### src/rtl/multicycle_control_fsm.sv
// Main sequencer for the multi-cycle RV32I datapath (fetch/decode/execute/memory/writeback).
// Latency: 3-5 cycles per instruction plus one cycle per low mem_ready_i cycle in FETCH/MEMREAD/MEMWRITE.
// Backpressure: stalls in memory states until mem_ready_i; TRAP holds until reset.
//
// Ports:
//   clk_i, rst_i            clock and synchronous active-high reset
//   opcode_i                instruction opcode, stable from DECODE onward
//   zero_i                  ALU zero flag, only looked at in BRANCH
//   mem_ready_i             unified memory port completes the access this cycle
//   PCWrite_o .. ImmSrc_o   datapath strobes and mux selects
//   instr_retired_o         pulse on the last cycle of each instruction
//   illegal_o               high while parked in TRAP
// Optional build macro CTRL_PERF_CNT_EN adds cycle_count_o / instret_count_o.

module multicycle_control_fsm (
  input  logic        clk_i,
  input  logic        rst_i,
  input  logic [6:0]  opcode_i,
  input  logic        zero_i,
  input  logic        mem_ready_i,
  output logic        PCWrite_o,
  output logic        AdrSrc_o,
  output logic        IRWrite_o,
  output logic        MemWrite_o,
  output logic        RegWrite_o,
  output logic [1:0]  ResultSrc_o,
  output logic [1:0]  ALUSrcA_o,
  output logic [1:0]  ALUSrcB_o,
  output logic [1:0]  ALUOp_o,
  output logic [2:0]  ImmSrc_o,
  output logic        instr_retired_o,
  output logic        illegal_o
`ifdef CTRL_PERF_CNT_EN
  ,
  output logic [31:0] cycle_count_o,
  output logic [31:0] instret_count_o
`endif
);

  localparam logic [6:0] OP_LOAD   = 7'b0000011;
  localparam logic [6:0] OP_STORE  = 7'b0100011;
  localparam logic [6:0] OP_RTYPE  = 7'b0110011;
  localparam logic [6:0] OP_ITYPE  = 7'b0010011;
  localparam logic [6:0] OP_BRANCH = 7'b1100011;
  localparam logic [6:0] OP_JAL    = 7'b1101111;
  localparam logic [6:0] OP_JALR   = 7'b1100111;
  localparam logic [6:0] OP_LUI    = 7'b0110111;
  localparam logic [6:0] OP_AUIPC  = 7'b0010111;

  typedef enum logic [3:0] {
    S_FETCH    = 4'd0,
    S_DECODE   = 4'd1,
    S_MEMADR   = 4'd2,
    S_MEMREAD  = 4'd3,
    S_MEMWB    = 4'd4,
    S_MEMWRITE = 4'd5,
    S_EXECR    = 4'd6,
    S_EXECI    = 4'd7,
    S_ALUWB    = 4'd8,
    S_BRANCH   = 4'd9,
    S_JALR     = 4'd10,
    S_JAL      = 4'd11,
    S_UPPER    = 4'd12,
    S_TRAP     = 4'd13
  } state_e;

  state_e state_q, state_d;

  // State register
  always_ff @(posedge clk_i) begin
    if (rst_i) begin
      state_q <= S_FETCH;
    end else begin
      state_q <= state_d;
    end
  end

  // Next-state logic
  always_comb begin
    state_d = state_q;
    case (state_q)
      S_FETCH:    if (mem_ready_i) state_d = S_DECODE;
      S_DECODE: begin
        case (opcode_i)
          OP_LOAD, OP_STORE: state_d = S_MEMADR;
          OP_RTYPE:          state_d = S_EXECR;
          OP_ITYPE:          state_d = S_EXECI;
          OP_BRANCH:         state_d = S_BRANCH;
          OP_JAL:            state_d = S_JAL;
          OP_JALR:           state_d = S_JALR;
          OP_LUI, OP_AUIPC:  state_d = S_UPPER;
          default:           state_d = S_TRAP;
        endcase
      end
      S_MEMADR:   state_d = (opcode_i == OP_STORE) ? S_MEMWRITE : S_MEMREAD;
      S_MEMREAD:  if (mem_ready_i) state_d = S_MEMWB;
      S_MEMWB:    state_d = S_FETCH;
      S_MEMWRITE: if (mem_ready_i) state_d = S_FETCH;
      S_EXECR:    state_d = S_ALUWB;
      S_EXECI:    state_d = S_ALUWB;
      S_ALUWB:    state_d = S_FETCH;
      S_BRANCH:   state_d = S_FETCH;
      // JALR computes its target, then reuses JAL for the PC load and link value.
      S_JALR:     state_d = S_JAL;
      S_JAL:      state_d = S_ALUWB;
      S_UPPER:    state_d = S_ALUWB;
      S_TRAP:     state_d = S_TRAP;
      default:    state_d = S_FETCH;
    endcase
  end

  // Output logic
  always_comb begin
    logic       pc_update;
    logic       branch;
    logic       ir_write;
    logic       mem_write;
    logic       reg_write;
    logic       adr_src;
    logic       illegal;
    logic [1:0] result_src;
    logic [1:0] alu_src_a;
    logic [1:0] alu_src_b;
    logic [1:0] alu_op;

    pc_update  = 1'b0;
    branch     = 1'b0;
    ir_write   = 1'b0;
    mem_write  = 1'b0;
    reg_write  = 1'b0;
    adr_src    = 1'b0;
    illegal    = 1'b0;
    result_src = 2'b00;
    alu_src_a  = 2'b00;
    alu_src_b  = 2'b00;
    alu_op     = 2'b00;

    case (state_q)
      S_FETCH: begin
        alu_src_b  = 2'b10;
        result_src = 2'b10;
        // Only latch the instruction and advance PC once memory returns it.
        ir_write   = mem_ready_i;
        pc_update  = mem_ready_i;
      end
      S_DECODE: begin
        alu_src_a = 2'b01;
        alu_src_b = 2'b01;
      end
      S_MEMADR: begin
        alu_src_a = 2'b10;
        alu_src_b = 2'b01;
      end
      S_MEMREAD: adr_src = 1'b1;
      S_MEMWB: begin
        result_src = 2'b01;
        reg_write  = 1'b1;
      end
      S_MEMWRITE: begin
        adr_src   = 1'b1;
        mem_write = 1'b1;
      end
      S_EXECR: begin
        alu_src_a = 2'b10;
        alu_src_b = 2'b00;
        alu_op    = 2'b10;
      end
      S_EXECI: begin
        alu_src_a = 2'b10;
        alu_src_b = 2'b01;
        alu_op    = 2'b10;
      end
      S_ALUWB:   reg_write = 1'b1;
      S_BRANCH: begin
        alu_src_a = 2'b10;
        alu_op    = 2'b01;
        branch    = 1'b1;
      end
      S_JALR: begin
        alu_src_a = 2'b10;
        alu_src_b = 2'b01;
      end
      S_JAL: begin
        alu_src_a = 2'b01;
        alu_src_b = 2'b10;
        pc_update = 1'b1;
      end
      S_UPPER: begin
        // LUI adds the immediate to zero, AUIPC to the instruction's own PC.
        alu_src_a = (opcode_i == OP_LUI) ? 2'b11 : 2'b01;
        alu_src_b = 2'b01;
      end
      S_TRAP:    illegal = 1'b1;
      default: ;
    endcase

    // Reset gates strobes combinationally so a pending write drops immediately;
    // selects are parked on their FETCH values.
    if (rst_i) begin
      pc_update  = 1'b0;
      branch     = 1'b0;
      ir_write   = 1'b0;
      mem_write  = 1'b0;
      reg_write  = 1'b0;
      adr_src    = 1'b0;
      illegal    = 1'b0;
      result_src = 2'b10;
      alu_src_a  = 2'b00;
      alu_src_b  = 2'b10;
      alu_op     = 2'b00;
    end

    PCWrite_o       = pc_update | (branch & zero_i);
    AdrSrc_o        = adr_src;
    IRWrite_o       = ir_write;
    MemWrite_o      = mem_write;
    RegWrite_o      = reg_write;
    ResultSrc_o     = result_src;
    ALUSrcA_o       = alu_src_a;
    ALUSrcB_o       = alu_src_b;
    ALUOp_o         = alu_op;
    illegal_o       = illegal;
    instr_retired_o = !rst_i && (state_q != S_FETCH) && (state_d == S_FETCH);
  end

  // Immediate format follows the opcode directly, independent of state.
  always_comb begin
    case (opcode_i)
      OP_LOAD, OP_JALR, OP_ITYPE: ImmSrc_o = 3'b000;
      OP_STORE:                   ImmSrc_o = 3'b001;
      OP_BRANCH:                  ImmSrc_o = 3'b010;
      OP_JAL:                     ImmSrc_o = 3'b011;
      OP_LUI, OP_AUIPC:           ImmSrc_o = 3'b100;
      default:                    ImmSrc_o = 3'b000;
    endcase
  end

`ifdef CTRL_PERF_CNT_EN
  logic [31:0] cycle_count_q, cycle_count_d;
  logic [31:0] instret_count_q, instret_count_d;

  always_comb begin
    cycle_count_d   = cycle_count_q + 32'd1;
    instret_count_d = instret_count_q + {31'd0, instr_retired_o};
  end

  always_ff @(posedge clk_i) begin
    if (rst_i) begin
      cycle_count_q   <= 32'd0;
      instret_count_q <= 32'd0;
    end else begin
      cycle_count_q   <= cycle_count_d;
      instret_count_q <= instret_count_d;
    end
  end

  assign cycle_count_o   = cycle_count_q;
  assign instret_count_o = instret_count_q;
`endif

endmodule
### config.mk
export PLATFORM = sky130hd
export DESIGN_NAME = multicycle_control_fsm
export DESIGN_NICKNAME = d
export VERILOG_FILES = /design/src/rtl/multicycle_control_fsm.sv
export SDC_FILE = /design/constraint.sdc
export NUM_CORES = 1
export LEC_CHECK = 0
export BUFFER_PORTS_ARGS = -buffer_cell sky130_fd_sc_hd__buf_2
export CAP_MARGIN = 15
export CORE_MARGIN = 3
export CORE_UTILIZATION = 40
export DETAILED_ROUTE_END_ITERATION = 8
export HOLD_SLACK_MARGIN = 0.03
export PLACE_DENSITY = 0.69
export SYNTH_ARGS = -nofsm -noshare
export SYNTH_HDL_FRONTEND = slang
export SYNTH_SLANG_ARGS = --single-unit
### constraint.sdc
create_clock -name clk_i -period 2.28 [get_ports clk_i]
set_input_delay 0.228 -clock clk_i [delete_from_list [all_inputs] [get_ports clk_i]]
set_output_delay 0.228 -clock clk_i [all_outputs]
set_load 0.01 [all_outputs]
==> impl_metrics.yaml, run 1 <==
pwr:
  p_leak_nw: 0.367
  power.density_mw_per_mm2: 438
  switching_share_pct: 41.7
  p_comb_share_pct: 47.4
  irDropWorstVdd_mv: 0.177
  p_switching_mw: 0.152
  seq_power_share_pct: 29.8
  clkPwrFrac_pct: 22.8
  p_int_mw: 0.212
logic_synthesis:
  ys_top_cells_by_area: "dfxtp_1 (12%), nor2_1 (5.5%), nand2b_1 (4.6%)"
  yosysTopAreaCellShare_pct: 11.8
  yosysSeqAreaShare_pct: 11.8
  synth_top_cell_by_area: "dfxtp_1"
  syn_nets: 111
  syn_inst: 100
  yosys_warnings: 0
  ys_types: 39
  avgSynthCellArea_um2: 6.77
  syn_area_um2: 677
  synth_seq_cells: 4
  ys_async_sr_fraction_pct: 0
  synth_ff_type: "dfxtp_1"
  synth_edf_count: 0
cells_and_area:
  antenna_cells: 0
  final_common_cell: "buf_2"
  largest_reg_flops: 4
  biggestRegsByFlops: "state_q (4)"
  design_area_um2: 830
  layout-drive-gt1-share_pct: 31.5
  final_nets: 137
  mostFrequentLayoutCells: "buf_2 (28), nor2_1 (10), nand2_1 (8)"
  regMostFlops: "state_q"
  syn_to_final_growth_pct: 22.6
  final-instance-count-excl-fill: 140
global_routing:
  grt.total_usage_pct: 17.8
  grt_pass1_wl_mm: 2.93
  grt_max_degree: 25
  grt_pass1_vias: 668
  antenna_found_initial: 0
  grt.overflow.total: 0
drt:
  viasPerCell: 5.91
  postRouteAntennaNets: 0
  vias: 828
  drcViolationCount: 0
  drt_first_pass_iters: 4
  drt-initial-drc-count: 28
  wl_mm: 1.84
  wire_per_inst_um: 13.2
critical_path:
  critPathBufInv: 1
  cp_top_family: "simple AND/OR/NAND/NOR gates"
  cpPeakStageDelay_ps: 580
  startpoint_type: "flop"
  required_ps: 2050
  criticalPathCategory: "reg -> out"
  cp_max_fo: 12
  path_cells: "nand2b_1 > nor4_1 > a2bb2oi_2 > nand4_1 > nor2_1 > buf_2"
  cp.arrival_ps: 1810
  cp_slowest_cell: "dfxtp_1"
  cp-end-kind: "output pin"
clocking:
  insertion_delay_ps: 230
  clock-sinks: 4
  cts_tree: "built"
  root_buffer: "clkbuf_4"
  hold_buffers: 0
  clk_path_buf_depth: 2
  h-tree-depth: 1
  postCtsSetupBuffers: 0
  cts_made_buffers: 3
  clk_pin_slew_worst_paths_ps: 30
floorplan:
  ios: 29
  fp.dieW_um: 47.1
  die_y_um: 47.1
  initial_core_util_pct: 43.9
  core.rowCount: 14
  core_area_mm2: 0.00154
  die_area_mm2: 0.00222
sta:
  fmax_ghz: 0.490
  finalWorstSetupSlack_ps: 238
  period_share_pct: 89.6
  hold_viol: 0
  rsz0062_at_grt: "false"
  tns_ps: 0
  tightestPinTransition_ps: 481
  setup_viol: 0
  maxSlewViolCount: 0
  relSlewSlack_pct: 67.9
  skew_ps: 0.342
  period_needed_ps: 2040
placed_design:
  hpwl_mm: 1.37
  gp_congestion: 0.874
  dp_slack_ps: 391
  port_buffers: 28
  place_inst: 137
  postPlaceCellArea_um2: 806
job:
  drv_cap: 0
hold_path:
  min_path_type: "in -> reg"
run_status:
  status: "completed"
layer usage:
| layer | track usage [%] | vias up | share of wire, % |
|---|---|---|---|
| met3 | 2.30 | 0 | 4.5 |
| met2 | 29.5 | 19 | 50 |
| met1 | 24.7 | 386 | 45 |
| li1 | - | 423 | - |
| met4 | 3.31 | 0 | 0 |
| met5 | 0 | - | 0 |
what timing repair did:
item / 4_1_cts / 5_1_grt
setup endpoints to repair: 0 / 1
resized for setup: 0 / 1
hold endpoints to repair: 0 / 0
final cells by class:
cell class / count / area, µm²
Inverter: 4 / 15.0
Timing Repair Buffer: 30 / 155
Tap cell: 16 / 20.0
Fill cell: 166 / 712
Sequential cell: 4 / 81.3
Multi-Input combinational cell: 83 / 536
Clock buffer: 3 / 22.5
cells by family (layout without fill, tap and decap cells):
group	after synthesis	after routing	synth area share, %
muxes	1	1	1.48
DFF	4	4	11.8
buffers and inverters	13	37	9.06
AOI/OAI and AO/OA	25	25	27.0
and+or+nand+nor	53	53	45.5
xor gates and xnor gates	4	4	5.18
final timing paths:
check | startpoint | to | slack [ps] | cells past startpoint
worst max-delay path | state_q[0] | instr_retired_o | 240 | 6
worst min-delay path | rst_i | state_q[1] | 360 | 2
worst max register to register | state_q[0] | state_q[2] | 700 | 5
worst min register to register | state_q[3] | state_q[3] | 760 | 2
power groups by stage:
stage	Sequential, mW	Combinational (mW)	Clock (mW)
final	0.108	0.172	0.0829
after global routing	0.111	0.193	0.0934
after CTS	0.107	0.173	0.0877
after detailed placement	0.108	0.172	0
after global placement	0.107	0.170	0
after floorplan	0.0841	0.144	0
per-stage QoR:
step | total power [mW] | util [%] | hold WS, ps
floorplan | 0.228 | - | 454
global placement | 0.278 | 52.3 | 600
detailed placement | 0.280 | 52.3 | 589
CTS | 0.367 | 53.7 | 348
global route | 0.397 | 53.8 | 400
finish | 0.363 | 53.8 | 357
synthesized netlist by cell type, types with 3 or more instances:
cell type,number
nor2b_1,4
o31ai_1,4
dfxtp_1,4
nand2b_1,5
clkbuf_1,3
a21oi_1,4
nor2_1,10
a31oi_1,4
inv_1,4
nor3_1,6
nor4_1,5
nand2_1,8
buf_2,4
(Power assumes the default switching activity.)
==> run 2: changes to the inputs <==
--- a/config.mk
+++ b/config.mk
@@ -7,11 +7,13 @@
 export LEC_CHECK = 0
 export BUFFER_PORTS_ARGS = -buffer_cell sky130_fd_sc_hd__buf_2
 export CAP_MARGIN = 15
+export CELL_PAD_IN_SITES_DETAIL_PLACEMENT = 1
+export CELL_PAD_IN_SITES_GLOBAL_PLACEMENT = 1
 export CORE_MARGIN = 3
-export CORE_UTILIZATION = 40
+export CORE_UTILIZATION = 34
 export DETAILED_ROUTE_END_ITERATION = 8
 export HOLD_SLACK_MARGIN = 0.03
-export PLACE_DENSITY = 0.69
+export PLACE_DENSITY_LB_ADDON = 0.1
 export SYNTH_ARGS = -nofsm -noshare
 export SYNTH_HDL_FRONTEND = slang
 export SYNTH_SLANG_ARGS = --single-unit
==> impl_metrics.yaml, run 2 (synthesis results as in run 1) <==
placed_design:
  postPlaceCellArea_um2: 825
  port_buffers: 28
  gp_congestion: 0.879
  hpwl_mm: 1.62
clocking:
  clk_pin_slew_worst_paths_ps: 40
  clock-sinks: 4
  insertion_delay_ps: 260
  cts_made_buffers: 3
  root_buffer: "clkbuf_4"
  clk_path_buf_depth: 2
  h-tree-depth: 1
  cts_tree: "built"
global_routing:
  top_usage_layer: "met2"
  grt_pass1_vias: 748
  grt.total_usage_pct: 18.3
  use_met3_pct: 4.45
  grt.overflow.total: 0
  gr-usage-met1_pct: 23.4
  grt_max_degree: 25
  grt.met2_usage_pct: 28.7
  antenna_found_initial: 0
  grt_pass1_wl_mm: 3.55
sta:
  fmax_ghz: 0.508
  period_share_pct: 86.4
  tightestPinTransition_ps: 479
  skew_ps: 7.94
  setup_viol: 0
  tns_ps: 0
  maxSlewViolCount: 0
  hold_viol: 0
  relSlewSlack_pct: 68.0
  rsz0062_at_grt: "false"
  hold_slack_ps: 351
  period_needed_ps: 1970
floorplan:
  fp.dieW_um: 50.6
  die_area_mm2: 0.00256
  ios: 29
  initial_core_util_pct: 37.6
  core.rowCount: 15
  die_y_um: 50.6
  core_area_mm2: 0.00180
pwr:
  clkPwrFrac_pct: 25.7
  power.density_mw_per_mm2: 458
  seq_power_share_pct: 26.2
  irDropWorstVdd_mv: 0.174
  p_leak_nw: 0.372
  p_switching_mw: 0.172
  p_comb_share_pct: 48.1
  p_int_mw: 0.216
  switching_share_pct: 44.3
cells_and_area:
  largest_reg_flops: 4
  mostFrequentLayoutCells: "buf_2 (28), nor2_1 (10), nand2_1 (8)"
  layout-drive-gt1-share_pct: 32.0
  regMostFlops: "state_q"
  design_area_um2: 848
  biggestRegsByFlops: "state_q (4)"
  final_common_cell: "buf_2"
  antenna_cells: 0
  final_nets: 138
  syn_to_final_growth_pct: 25.3
  multiInputGateArea_um2: 536
  filler_cell_count: 269
  seq_area_um2: 81.3
drt:
  wire_per_inst_um: 14.2
  drt_first_pass_iters: 4
  wl_mm: 2.13
  drcViolationCount: 0
  vias: 843
  drt-initial-drc-count: 11
  postRouteAntennaNets: 0
  viasPerCell: 5.62
critical_path:
  startpoint_type: "flop"
  cp-end-kind: "output pin"
  r2r_cells: 5
  path_cells: "nand2b_1 > nor3_1 > o31ai_1 > o211ai_2 > nor2_1 > buf_2"
  required_ps: 2050
  cp_max_fo: 8
  cpPeakStageDelay_ps: 380
  cp.arrival_ps: 1740
  cp_slowest_cell: "dfxtp_1"
  criticalPathCategory: "reg -> out"
hold_path:
  min_path_type: "in -> reg"
  hold-path-cell-count: 2
run_status:
  status: "completed"
job:
  drv_cap: 0
==> run 2: changes by cell type in the layout (fill, tap and decap cells not counted) <==
cell / before / now
buf_4: 2 / 3
==> run 2: worst max-delay path, delay by kind of cell, from the launching register on <==
kind,cells,cell delay (ps)
compound gates,2,270
buf+inv,1,130
flops,1,380
simple gates,3,700
==> run 2: stage by stage <==
step                      utilization [%]  setup WS, ps  cells  total power [mW]
after global placement               45.8           474    147             0.285
after floorplan                         -           651    100             0.228
after detailed placement             45.8           393    147             0.289
after global routing                 47.1           121    150             0.425
final                                47.1           310    150             0.388
after CTS                            47.0           111    150             0.391
==> run 2: power groups by stage <==
stage / clock network [mW] / registers [mW] / logic (mW)
2_1_floorplan: 0 / 0.0841 / 0.144
3_3_place_gp: 0 / 0.101 / 0.185
3_5_place_dp: 0 / 0.101 / 0.187
4_1_cts: 0.103 / 0.100 / 0.188
5_1_grt: 0.111 / 0.105 / 0.209
6_report: 0.0999 / 0.102 / 0.187
==> run 2: metal layers <==
layer  share of wire (%)  up-vias
li1                    -      421
met1                  48      395
met2                  45       22
met3                 4.9        5
met4                 1.7        0
met5                   0        -
==> run 2: final timing paths <==
check                           startpoint         endpoint  slack [ps]
worst max-delay path            state_q[1]  instr_retired_o         310
worst min-delay path                 rst_i       state_q[1]         350
worst max register to register  state_q[1]       state_q[2]         770
worst min register to register  state_q[2]       state_q[0]         740
==> run 2: cell type report <==
cell class	count	share of cell area, %
timing repair buffer	31	19.2
multi-input combinational	83	63.1
tap	25	3.69
sequential	4	9.59
clock buffer	3	2.65
inverter	4	1.77
==> run 2: repair_timing <==
action	in CTS	in global routing
setup buffers	0	0
setup endpoints to repair	0	1
hold buffers	0	0
gates resized for setup	0	1
